$ cat config.mk
export PLATFORM = sky130hd
export DESIGN_NAME = sha_msg_padder
export DESIGN_NICKNAME = d
export VERILOG_FILES = /design/src/rtl/sha_msg_padder.sv
export SDC_FILE = /design/constraint.sdc
export NUM_CORES = 2
export LEC_CHECK = 0
export ABC_AREA = 0
export BUFFER_PORTS_ARGS = -buffer_cell sky130_fd_sc_hd__buf_2
export CAP_MARGIN = 20
export CORE_MARGIN = 2
export CORE_UTILIZATION = 30
export CTS_CLUSTER_SIZE = 28
export DETAILED_ROUTE_END_ITERATION = 16
export GPL_TIMING_DRIVEN = 0
export PLACE_DENSITY_LB_ADDON = 0.3
export SETUP_SLACK_MARGIN = 0.5
export SLEW_MARGIN = 20
export SYNTH_ARGS = -nofsm -noshare
export SYNTH_HDL_FRONTEND = slang
export SYNTH_SLANG_ARGS = --single-unit
$ cat constraint.sdc
create_clock -name clk_p -period 38.2 [get_ports clk_p]
set_input_delay 11.46 -clock clk_p [delete_from_list [all_inputs] [get_ports clk_p]]
set_output_delay 11.46 -clock clk_p [all_outputs]
set_load 0.02 [all_outputs]
$ cat src/rtl/sha_msg_padder.sv
// SHA-256 message padder: packs 32-bit words into 512-bit blocks, appends 0x80,
// zero fill and the 64-bit big-endian bit length, emitting an extra block when needed.
module sha_msg_padder (
   input  logic         clk_p,
   input  logic         rst_p,
   input  logic [31:0]  in_data,
   input  logic         in_valid,
   input  logic         in_last,
   input  logic [2:0]   in_nbytes,
   output logic         in_ready,
   output logic [511:0] msg_data,
   output logic         msg_valid,
   input  logic         msg_rdy,
   output logic         msg_first,
   output logic         msg_last
);
   localparam int unsigned WORD_W         = 32;
   localparam int unsigned NWORDS         = 16;
   localparam int unsigned IDX_W          = 4;
   localparam int unsigned CNT_W          = 64;
   localparam int unsigned OCC_W          = 7;
   localparam int unsigned LEN_SLOT_BYTES = 56;

   typedef enum logic {FILL, SEND} state_t;

   state_t                        state_q, state_d;
   logic [NWORDS-1:0][WORD_W-1:0] blk_q, blk_d;
   logic [IDX_W-1:0]              idx_q, idx_d, idx_nxt;
   logic [CNT_W-1:0]              cnt_q, cnt_d, len_q, len_d;
   logic [CNT_W-1:0]              bytes_tot, bit_len;
   logic                          first_d, last_d;
   logic                          fpend_q, fpend_d;
   logic                          pend_q, pend_d, pend80_q, pend80_d;
   logic [2:0]                    nb;
   logic [OCC_W-1:0]              occ;
   logic [WORD_W-1:0]             keep_mask, pad_word;
   logic                          accept, hs;

   assign msg_data = blk_q;
   assign accept   = in_valid & in_ready;
   assign hs       = msg_valid & msg_rdy;
   assign idx_nxt  = idx_q + IDX_W'(1);
   assign nb       = (in_nbytes > 3'd4) ? 3'd4 : in_nbytes;
   // Bytes occupied by data plus the 0x80 marker; same form whether 0x80 lands in this word or the next.
   assign occ       = OCC_W'({idx_q, 2'b00}) + OCC_W'(nb) + OCC_W'(1);
   assign bytes_tot = cnt_q + CNT_W'(nb);
   assign bit_len   = {bytes_tot[CNT_W-4:0], 3'b000};

   // Left-justified byte keep mask and 0x80 marker for the final word
   always_comb begin
      keep_mask = '1;
      pad_word  = '0;
      unique case (nb)
         3'd0: begin keep_mask = 32'h0000_0000; pad_word = 32'h8000_0000; end
         3'd1: begin keep_mask = 32'hFF00_0000; pad_word = 32'h0080_0000; end
         3'd2: begin keep_mask = 32'hFFFF_0000; pad_word = 32'h0000_8000; end
         3'd3: begin keep_mask = 32'hFFFF_FF00; pad_word = 32'h0000_0080; end
         default: begin keep_mask = 32'hFFFF_FFFF; pad_word = 32'h0000_0000; end
      endcase
   end

   always_comb begin
      state_d  = state_q;
      blk_d    = blk_q;
      idx_d    = idx_q;
      cnt_d    = cnt_q;
      len_d    = len_q;
      first_d  = msg_first;
      last_d   = msg_last;
      fpend_d  = fpend_q;
      pend_d   = pend_q;
      pend80_d = pend80_q;
      unique case (state_q)
         FILL: begin
            if (accept) begin
               if (!in_last) begin
                  blk_d[~idx_q] = in_data;
                  cnt_d         = cnt_q + CNT_W'(4);
                  if (idx_q == IDX_W'(NWORDS - 1)) begin
                     state_d = SEND;
                     first_d = fpend_q;
                     fpend_d = 1'b0;
                     last_d  = 1'b0;
                  end else begin
                     idx_d = idx_nxt;
                  end
               end else begin
                  blk_d[~idx_q] = (in_data & keep_mask) | pad_word;
                  cnt_d         = bytes_tot;
                  len_d         = bit_len;
                  state_d       = SEND;
                  first_d       = fpend_q;
                  fpend_d       = 1'b0;
                  if (nb == 3'd4 && idx_q != IDX_W'(NWORDS - 1))
                     blk_d[~idx_nxt] = 32'h8000_0000;
                  if (occ <= OCC_W'(LEN_SLOT_BYTES)) begin
                     blk_d[1] = bit_len[CNT_W-1:WORD_W];
                     blk_d[0] = bit_len[WORD_W-1:0];
                     last_d   = 1'b1;
                  end else begin
                     last_d   = 1'b0;
                     pend_d   = 1'b1;
                     pend80_d = (nb == 3'd4) && (idx_q == IDX_W'(NWORDS - 1));
                  end
               end
            end
         end
         SEND: begin
            if (hs) begin
               if (pend_q) begin
                  // Trailing length-only block, loaded in place so msg_valid never drops
                  blk_d             = '0;
                  blk_d[NWORDS-1]   = pend80_q ? 32'h8000_0000 : 32'h0000_0000;
                  blk_d[1]          = len_q[CNT_W-1:WORD_W];
                  blk_d[0]          = len_q[WORD_W-1:0];
                  first_d           = 1'b0;
                  last_d            = 1'b1;
                  pend_d            = 1'b0;
                  pend80_d          = 1'b0;
               end else begin
                  state_d = FILL;
                  blk_d   = '0;
                  idx_d   = '0;
                  first_d = 1'b0;
                  last_d  = 1'b0;
                  if (msg_last) begin
                     cnt_d   = '0;
                     fpend_d = 1'b1;
                  end
               end
            end
         end
         default: state_d = FILL;
      endcase
   end

   always_ff @(posedge clk_p or posedge rst_p) begin
      if (rst_p) state_q <= FILL;
      else       state_q <= state_d;
   end

   always_ff @(posedge clk_p or posedge rst_p) begin
      if (rst_p) begin
         blk_q     <= '0;
         idx_q     <= '0;
         cnt_q     <= '0;
         len_q     <= '0;
         fpend_q   <= 1'b1;
         pend_q    <= 1'b0;
         pend80_q  <= 1'b0;
         in_ready  <= 1'b0;
         msg_valid <= 1'b0;
         msg_first <= 1'b0;
         msg_last  <= 1'b0;
      end else begin
         blk_q     <= blk_d;
         idx_q     <= idx_d;
         cnt_q     <= cnt_d;
         len_q     <= len_d;
         fpend_q   <= fpend_d;
         pend_q    <= pend_d;
         pend80_q  <= pend80_d;
         in_ready  <= (state_d == FILL);
         msg_valid <= (state_d == SEND);
         msg_first <= first_d;
         msg_last  <= last_d;
      end
   end
endmodule
# Word-level counts from Yosys, hierarchy flattened
# Index checks and enable logic that the tools add are counted.
[totals]
register_bits = 648
in_bits = 40
output_inout_bits = 516
word_cells = 139
[op_classes]
reduce_logical = 13
mux = 62
n_eq_ne = 16
magnitude_cmp = 6
add_sub_neg = 5
n_bitwise = 11
[op_table]
columns = ["operator", "count"]
rows = [
  ["$mux 512", 5],
  ["$bwmux 512", 2],
  ["$pmux 512 s2", 1],
  ["$and 496x496->496", 1],
  ["$not 496->496", 1],
  ["$mux 64", 6],
  ["$demux 32 s4", 2],
  ["$pmux 32 s4", 2],
  ["$pmux 64 s2", 1],
  ["$mux 32", 3],
  ["$add 64x3->64", 1],
  ["$add 64x3->64 const B", 1],
  ["$and 32x32->32", 1],
  ["$or 32x32->32", 1],
  ["$mux 1", 27],
  ["$mux 4", 5],
  ["$or 16x16->16", 1],
  ["$reduce_and 5->1", 3],
  ["$ne 2x2->1 const B", 6],
  ["$pmux 1 s2", 6],
  ["$lt 4x5->1 const B", 2],
  ["$ge 4x1->1 const B", 2],
  ["$not 4->4", 2],
  ["$pmux 4 s2", 1],
  ["20 further kinds", 30],
]

# Longest topological paths before layout
[depth]
ltp_word = 13
ltp_mapped = 13
depth_no_buf = 9

# Least setup slack after synthesis
# No wires, ideal clock.
[synth_timing]
path_kind = "input-to-reg"
startpoint = "input port in_nbytes[2]"
endpoint = "register cnt_q[42]"
setup_ns = 0.111
t_arrival_ns = 14.184
path_buffers = 3
setup_slack_ns = 23.905
stages = 12
required_ns = 38.089
cell_sequence = "clkbuf_1 > clkbuf_1 > clkbuf_1 > nor2b_1 > ha_1 > fa_1 > a21o_1 > nand3_1 > or3_4 > mux2_4 > o31a_1 > a2111oi_2"
[synth_between]
elab_chain_cells = 6
[synth_rtl]
columns = ["element", "line_no", "rtl"]
rows = [
  ["start, declared", "9", "input logic [2:0] in_nbytes,"],
  ["$gt 3x3->1", "43", "assign nb = (in_nbytes > 3'd4) ? 3'd4 : in_nbytes;"],
  ["$mux 3 *", "43", ""],
  ["$add 64x3->64 *", "46", "assign bytes_tot = cnt_q + CNT_W'(nb);"],
  ["$mux 64 *", "76", "if (!in_last) begin"],
  ["$mux 64 *", "75", "if (accept) begin"],
  ["$pmux 64 s2 *", "73", "unique case (state_q)"],
  ["end signal, assigned", "158", "cnt_q <= cnt_d;"],
  ["end, declared", "29", "logic [CNT_W-1:0] cnt_q, cnt_d, len_q, len_d;"],
]
# Every way passes the cells marked *; elsewhere a longest branch is shown, timed or not. The select of a mux whose other input is x is not followed.
# A chain may end at the register's enable or synchronous reset.

# Worst setup path in the final report
[layout_timing]
startpoint = "input port in_nbytes[2]"
endpoint = "register blk_q (netlist bit msg_data[20])"
[layout_between]
elab_chain_cells = 13
word_cells_on_any_way = 22
[layout_rtl]
columns = ["element", "line_no", "rtl"]
rows = [
  ["$gt 3x3->1", "43", ""],
  ["$mux 3 *", "43", ""],
  ["parallel branches: the longest is 7 deep, another holds $add 6x3->7", "-", ""],
  ["$mux 64 *", "96", "if (occ <= OCC_W'(LEN_SLOT_BYTES)) begin"],
  ["$mux 512 *", "76", ""],
  ["$mux 512 *", "75", ""],
  ["$pmux 512 s2 *", "73", ""],
  ["end signal, assigned", "156", "blk_q <= blk_d;"],
  ["end, declared", "27", "logic [NWORDS-1:0][WORD_W-1:0] blk_q, blk_d;"],
]
# Every way passes the cells marked *. The select of a mux whose other input is x is not followed.

==> flow_results.org <==
** Timing
- Headroom to the max-slew limit came out at 0.1574.
- Clock period minus final worst setup slack :: 15.92 ns
- Total setup violations reported at the end of the flow :: 0
- At the pin with the least slew margin, the transition time is 1.261 ns.
- Post-route worst hold slack :: 0.4757 ns
- Final number of max-transition violations :: 0
- Setup slack closes at 22.28 ns.
- For the final database, setup skew stands at 0.03011 ns.
- In the finished design, the share of the clock period the worst path needs comes to 0.4168.
- The count of endpoints failing hold in the final timing report came to 0.
- Setup repair after global routing left no endpoint under its margin.
- Post-route setup TNS :: 0 ns
- F_max :: 62.81 MHz

** Global route
- Overall Global Routing Usage :: 0.3099
- Maximum number of pins on one net before global-route repair :: 100
- The first global-routing pass estimated 246900 um of wire.
- The number of antenna violations at the first check in global routing came to 16.
- Number of global-route vias before repair :: 31450
- For this run the aggregate overflow at the end of global routing stands at 0.

** Worst setup path
- STA puts the critical path data required time at 38.73 ns.
- Crit Path Category :: input pin to register
- For this run, the slowest stage of the critical path takes 0.79 ns.
- Endpoint class of the critical path :: register
- For the worst setup path, the data arrival time is 16.45 ns.
- Crit path cell chain :: buf_2, clkbuf_1, clkbuf_1, clkbuf_1, nor2b_1, ha_1, a21o_1, a21oi_1, clkbuf_1, nor3_1, xnor2_1, nor2_1, o22a_1
- Grouping stages by cell kind, the critical path spends the most delay in buffers and inverters.
- Dominant cell type by count on the critical path :: sky130_fd_sc_hd__clkbuf_1
- Max FO, Critical Path :: 10
- Category of the worst setup path launch point :: input pin
- On the critical path, the stage with the largest delay is an instance of sky130_fd_sc_hd__a21oi_1.
- Together, buffers and inverters on the worst path number 5.

** Die
- The die covers 110200 um2.
- Floorplan die height :: 332.0 um
- In this run the count of I/O pins placed on the die edge is 556.
- The initialized floorplan defines 120 standard-cell rows.
- Width of the die :: 332.0 um
- The initial utilization of the core area, before any placement, comes to 0.3020.
- Placeable core area :: 106900 um2

** Clock network
- The clock passes through at most 3 buffers.
- TritonCTS clock tree :: built
- Post-CTS Setup Repair Bufs :: 0
- Clock-pin slew of the registers on the worst-case setup and hold paths :: 0.06 ns
- Clock latency on the worst-skew pair :: 0.66 ns
- Clock tree root driver cell :: sky130_fd_sc_hd__clkbuf_16
- Number of buffers added to fix hold violations after cts :: 0
- Number of levels in the clock H-tree :: 3
- Post-CTS resize count :: 0
- Clock Sinks :: 645
- Buffers inserted during clock tree synthesis total 76.

** Pwr
- For this design the static power due to leakage is 18.09 nW.
- Comb pwr share :: 0.408
- Reported net switching power :: 1.309 mW
- Of the total power, registers draw 0.331.
- Power density over cell area :: 73.44 nW/um2
- Clock Power Share :: 0.261
- The internal power of the cells totals 1.601 mW.
- Of the total power, the share spent switching nets is 0.4499.
- Maximum vdd drop :: 0.03580 mV

** Synthesis
- For this run, the register share of the synthesized area comes to 0.5000.
- Count of yosys warnings during synthesis :: 0
- Post-synthesis async set-or-reset flop share :: 1.000
- Avg Synthesized Cell Area :: 9.335 um2
- The number of nets in the synthesized netlist is 3511.
- Counting every instance in the synthesized netlist gives 3458.
- Register bit total from synthesis :: 645
- In the synthesized netlist the dominant register cell turns out to be sky130_fd_sc_hd__dfrtp_1.
- Cell Area, Synth :: 32280 um2
- Count of flip-flops with a built-in enable after synthesis :: 0
- Library cells used by synthesis :: 86

** Cells and area
- Fill cells in the final layout number 11090.
- Area Growth Syn to Fin :: 22.75%
- Finished Cell Area :: 39630 um2
- Number of nets in the layout :: 4152
- In the final layout, flip-flops and latches occupy 16140 um2.
- Summing all multi-input logic gate instances after layout gives 14670 um2.
- Layout cell share with drive strength beyond 1 :: 0.1787
- Once layout is complete, the cells apart from fillers number 5567.

** Run status
- The run finished with clean final reports.

** Run
- Max-capacitance violation count :: 0

** Placed design
- Summed over all nets, the half-perimeter wirelength after detailed placement is 136400 um.
- Routability-driven placement finished with a final weighted congestion of 0.9950.
- Pre-CTS setup slack :: 21.76 ns
- Count of input and output buffers :: 555
- The number of placed instances, taps included, is 5424.
- Placed cell areas :: 37040 um2

** Detailed routing
- In this run, the number of DRC markers left after iteration 0 of detailed routing was 4442.
- In the final routed layout, each cell accounts on average for 31.83 um.
- Total Wirelength :: 177200 um
- DR vias :: 33540
- Number of vias per cell :: 6.025
- Remaining number of nets flagged by the antenna check after routing :: 0
- Total iterations of the first detailed-routing run :: 5
- After detailed routing, the number of remaining DRC violations is 0.

** Hold path
- Hold Path Class :: register to register
layout make-up:
class	instances	share of cell area
inverters	21	0.002179
diodes	7	0.0004421
multi-input cells	2427	0.3702
clock inverters	24	0.008020
flip-flops and latches	645	0.4074
clock buffers	112	0.05674
plain buffers	365	0.03568
well taps	1403	0.04430
repair buffers	563	0.07509
power groups by stage:
stage               Clock, mW  Combinational (mW)  Sequential [mW]
floorplan                   0               0.471             1.11
global route            0.787                1.24            0.976
finish                  0.758                1.19            0.964
CTS                     0.762                1.17            0.959
detailed placement          0                1.16            0.970
global placement            0                1.16            0.970
logic make-up after synthesis:
logic type               after synthesis  share of synthesized area
XOR/XNOR                              57                    0.01547
AO/OA/AOI/OAI                       1178                     0.2674
AND/OR/NAND/NOR                     1173                     0.1636
flip-flops                           645                     0.5000
buffers and inverters                386                    0.04616
multiplexers                           6                   0.002054
adder cells (fa/ha/maj)               13                   0.005271
cells in the mapped netlist, types with 17 or more instances:
library cell               number  share of area
sky130_fd_sc_hd__dfrtp_1      644           0.50
sky130_fd_sc_hd__nor4_1        28         0.0054
sky130_fd_sc_hd__nand2_1      348          0.040
sky130_fd_sc_hd__and3_1        28         0.0054
sky130_fd_sc_hd__buf_2         29         0.0045
sky130_fd_sc_hd__o21ai_0      329          0.051
sky130_fd_sc_hd__and2_1        51         0.0099
sky130_fd_sc_hd__buf_1         25         0.0029
sky130_fd_sc_hd__a21o_1        24         0.0056
sky130_fd_sc_hd__inv_1         21         0.0024
sky130_fd_sc_hd__nor3_1        39         0.0060
sky130_fd_sc_hd__nand4_1       53          0.010
sky130_fd_sc_hd__clkbuf_1     309          0.036
sky130_fd_sc_hd__a221o_1      300          0.093
sky130_fd_sc_hd__xnor2_1       43          0.012
sky130_fd_sc_hd__a21oi_1      166          0.026
sky130_fd_sc_hd__o21a_1        20         0.0047
sky130_fd_sc_hd__nand3_1       84          0.013
sky130_fd_sc_hd__o211ai_1      39         0.0091
sky130_fd_sc_hd__a31oi_1       27         0.0052
sky130_fd_sc_hd__a22o_1       108          0.029
sky130_fd_sc_hd__or3_1         17         0.0033
sky130_fd_sc_hd__nor2_1       459          0.053
final timing paths:
kind,slack [ns],start,cells after the start,end
setup / recovery,22.28,in_nbytes[2],13,msg_data[20]$_DFFE_PP0P_
hold / removal,0.48,len_q[52]$_DFFE_PP0P_,2,len_q[52]$_DFFE_PP0P_
setup reg to reg,33.80,msg_valid$_DFF_PP0_,8,cnt_q[13]$_DFFE_PP0P_
hold reg to reg,0.48,len_q[52]$_DFFE_PP0P_,2,len_q[52]$_DFFE_PP0P_
max in group asynchronous,25.76,rst_p,4,msg_data[487]$_DFFE_PP0P_
min in group asynchronous,10.94,rst_p,2,msg_data[282]$_DFFE_PP0P_
layer usage:
layer | part of all wire | track usage
met2 | 0.45 | 0.4882
met5 | 0.00056 | 0
met4 | 0.059 | 0.1631
met3 | 0.11 | 0.09692
met1 | 0.38 | 0.3796
stage by stage:
| stage | total power, mW | util |
|---|---|---|
| floorplan | 1.578 | - |
| CTS | 2.887 | 0.3705 |
| finish | 2.910 | 0.3707 |
| global route | 3.006 | 0.3706 |
| detailed placement | 2.132 | 0.3465 |
| global placement | 2.125 | 0.3444 |
sequential cells by signal (all words and copies together), names as in the netlist:
name,cells
msg_data,512
cnt_q,61
len_q,61
idx_q,4
fpend_q,1
in_ready,1
msg_first,1
msg_last,1
msg_valid,1
pend80_q,1
pend_q,1
worst register-to-register path, stage by stage, from the launching register on:
cell	delay, ns
sky130_fd_sc_hd__dfrtp_1	0.52
sky130_fd_sc_hd__buf_2	0.38
sky130_fd_sc_hd__nand3b_1	0.51
sky130_fd_sc_hd__clkbuf_1	0.77
sky130_fd_sc_hd__clkbuf_2	0.69
sky130_fd_sc_hd__buf_1	0.96
sky130_fd_sc_hd__o21ai_0	0.26
sky130_fd_sc_hd__nand2_1	0.11
sky130_fd_sc_hd__o21ai_0	0.08
layout by cell type (no fill, tap or decap), types with 10 or more instances in the layout:
cell type,netlist,routed
sky130_fd_sc_hd__dfrtp_1,644,644
sky130_fd_sc_hd__buf_2,29,585
sky130_fd_sc_hd__nor2_1,459,459
sky130_fd_sc_hd__nand2_1,348,348
sky130_fd_sc_hd__o21ai_0,329,329
sky130_fd_sc_hd__clkbuf_1,309,323
sky130_fd_sc_hd__a221o_1,300,300
sky130_fd_sc_hd__a21oi_1,166,165
sky130_fd_sc_hd__a22o_1,108,108
sky130_fd_sc_hd__nand3_1,84,84
sky130_fd_sc_hd__clkbuf_16,0,77
sky130_fd_sc_hd__nand4_1,53,53
sky130_fd_sc_hd__and2_1,51,51
sky130_fd_sc_hd__xnor2_1,43,43
sky130_fd_sc_hd__nor3_1,39,39
sky130_fd_sc_hd__o211ai_1,39,39
sky130_fd_sc_hd__and3_1,28,28
sky130_fd_sc_hd__a31oi_1,27,27
sky130_fd_sc_hd__nor4_1,28,27
sky130_fd_sc_hd__buf_1,25,25
sky130_fd_sc_hd__a21o_1,24,24
sky130_fd_sc_hd__o21a_1,20,20
sky130_fd_sc_hd__inv_1,21,20
sky130_fd_sc_hd__clkbuf_8,0,19
sky130_fd_sc_hd__or3_1,17,17
sky130_fd_sc_hd__xor2_1,14,14
sky130_fd_sc_hd__o22a_1,13,13
sky130_fd_sc_hd__o31ai_1,13,13
sky130_fd_sc_hd__and4_1,12,12
sky130_fd_sc_hd__a41oi_1,12,12
sky130_fd_sc_hd__ha_1,12,12
sky130_fd_sc_hd__a32oi_1,11,11
sky130_fd_sc_hd__nor2b_1,10,10
sky130_fd_sc_hd__a221oi_1,10,10
Note: power is estimated with default switching activity, not from simulation.
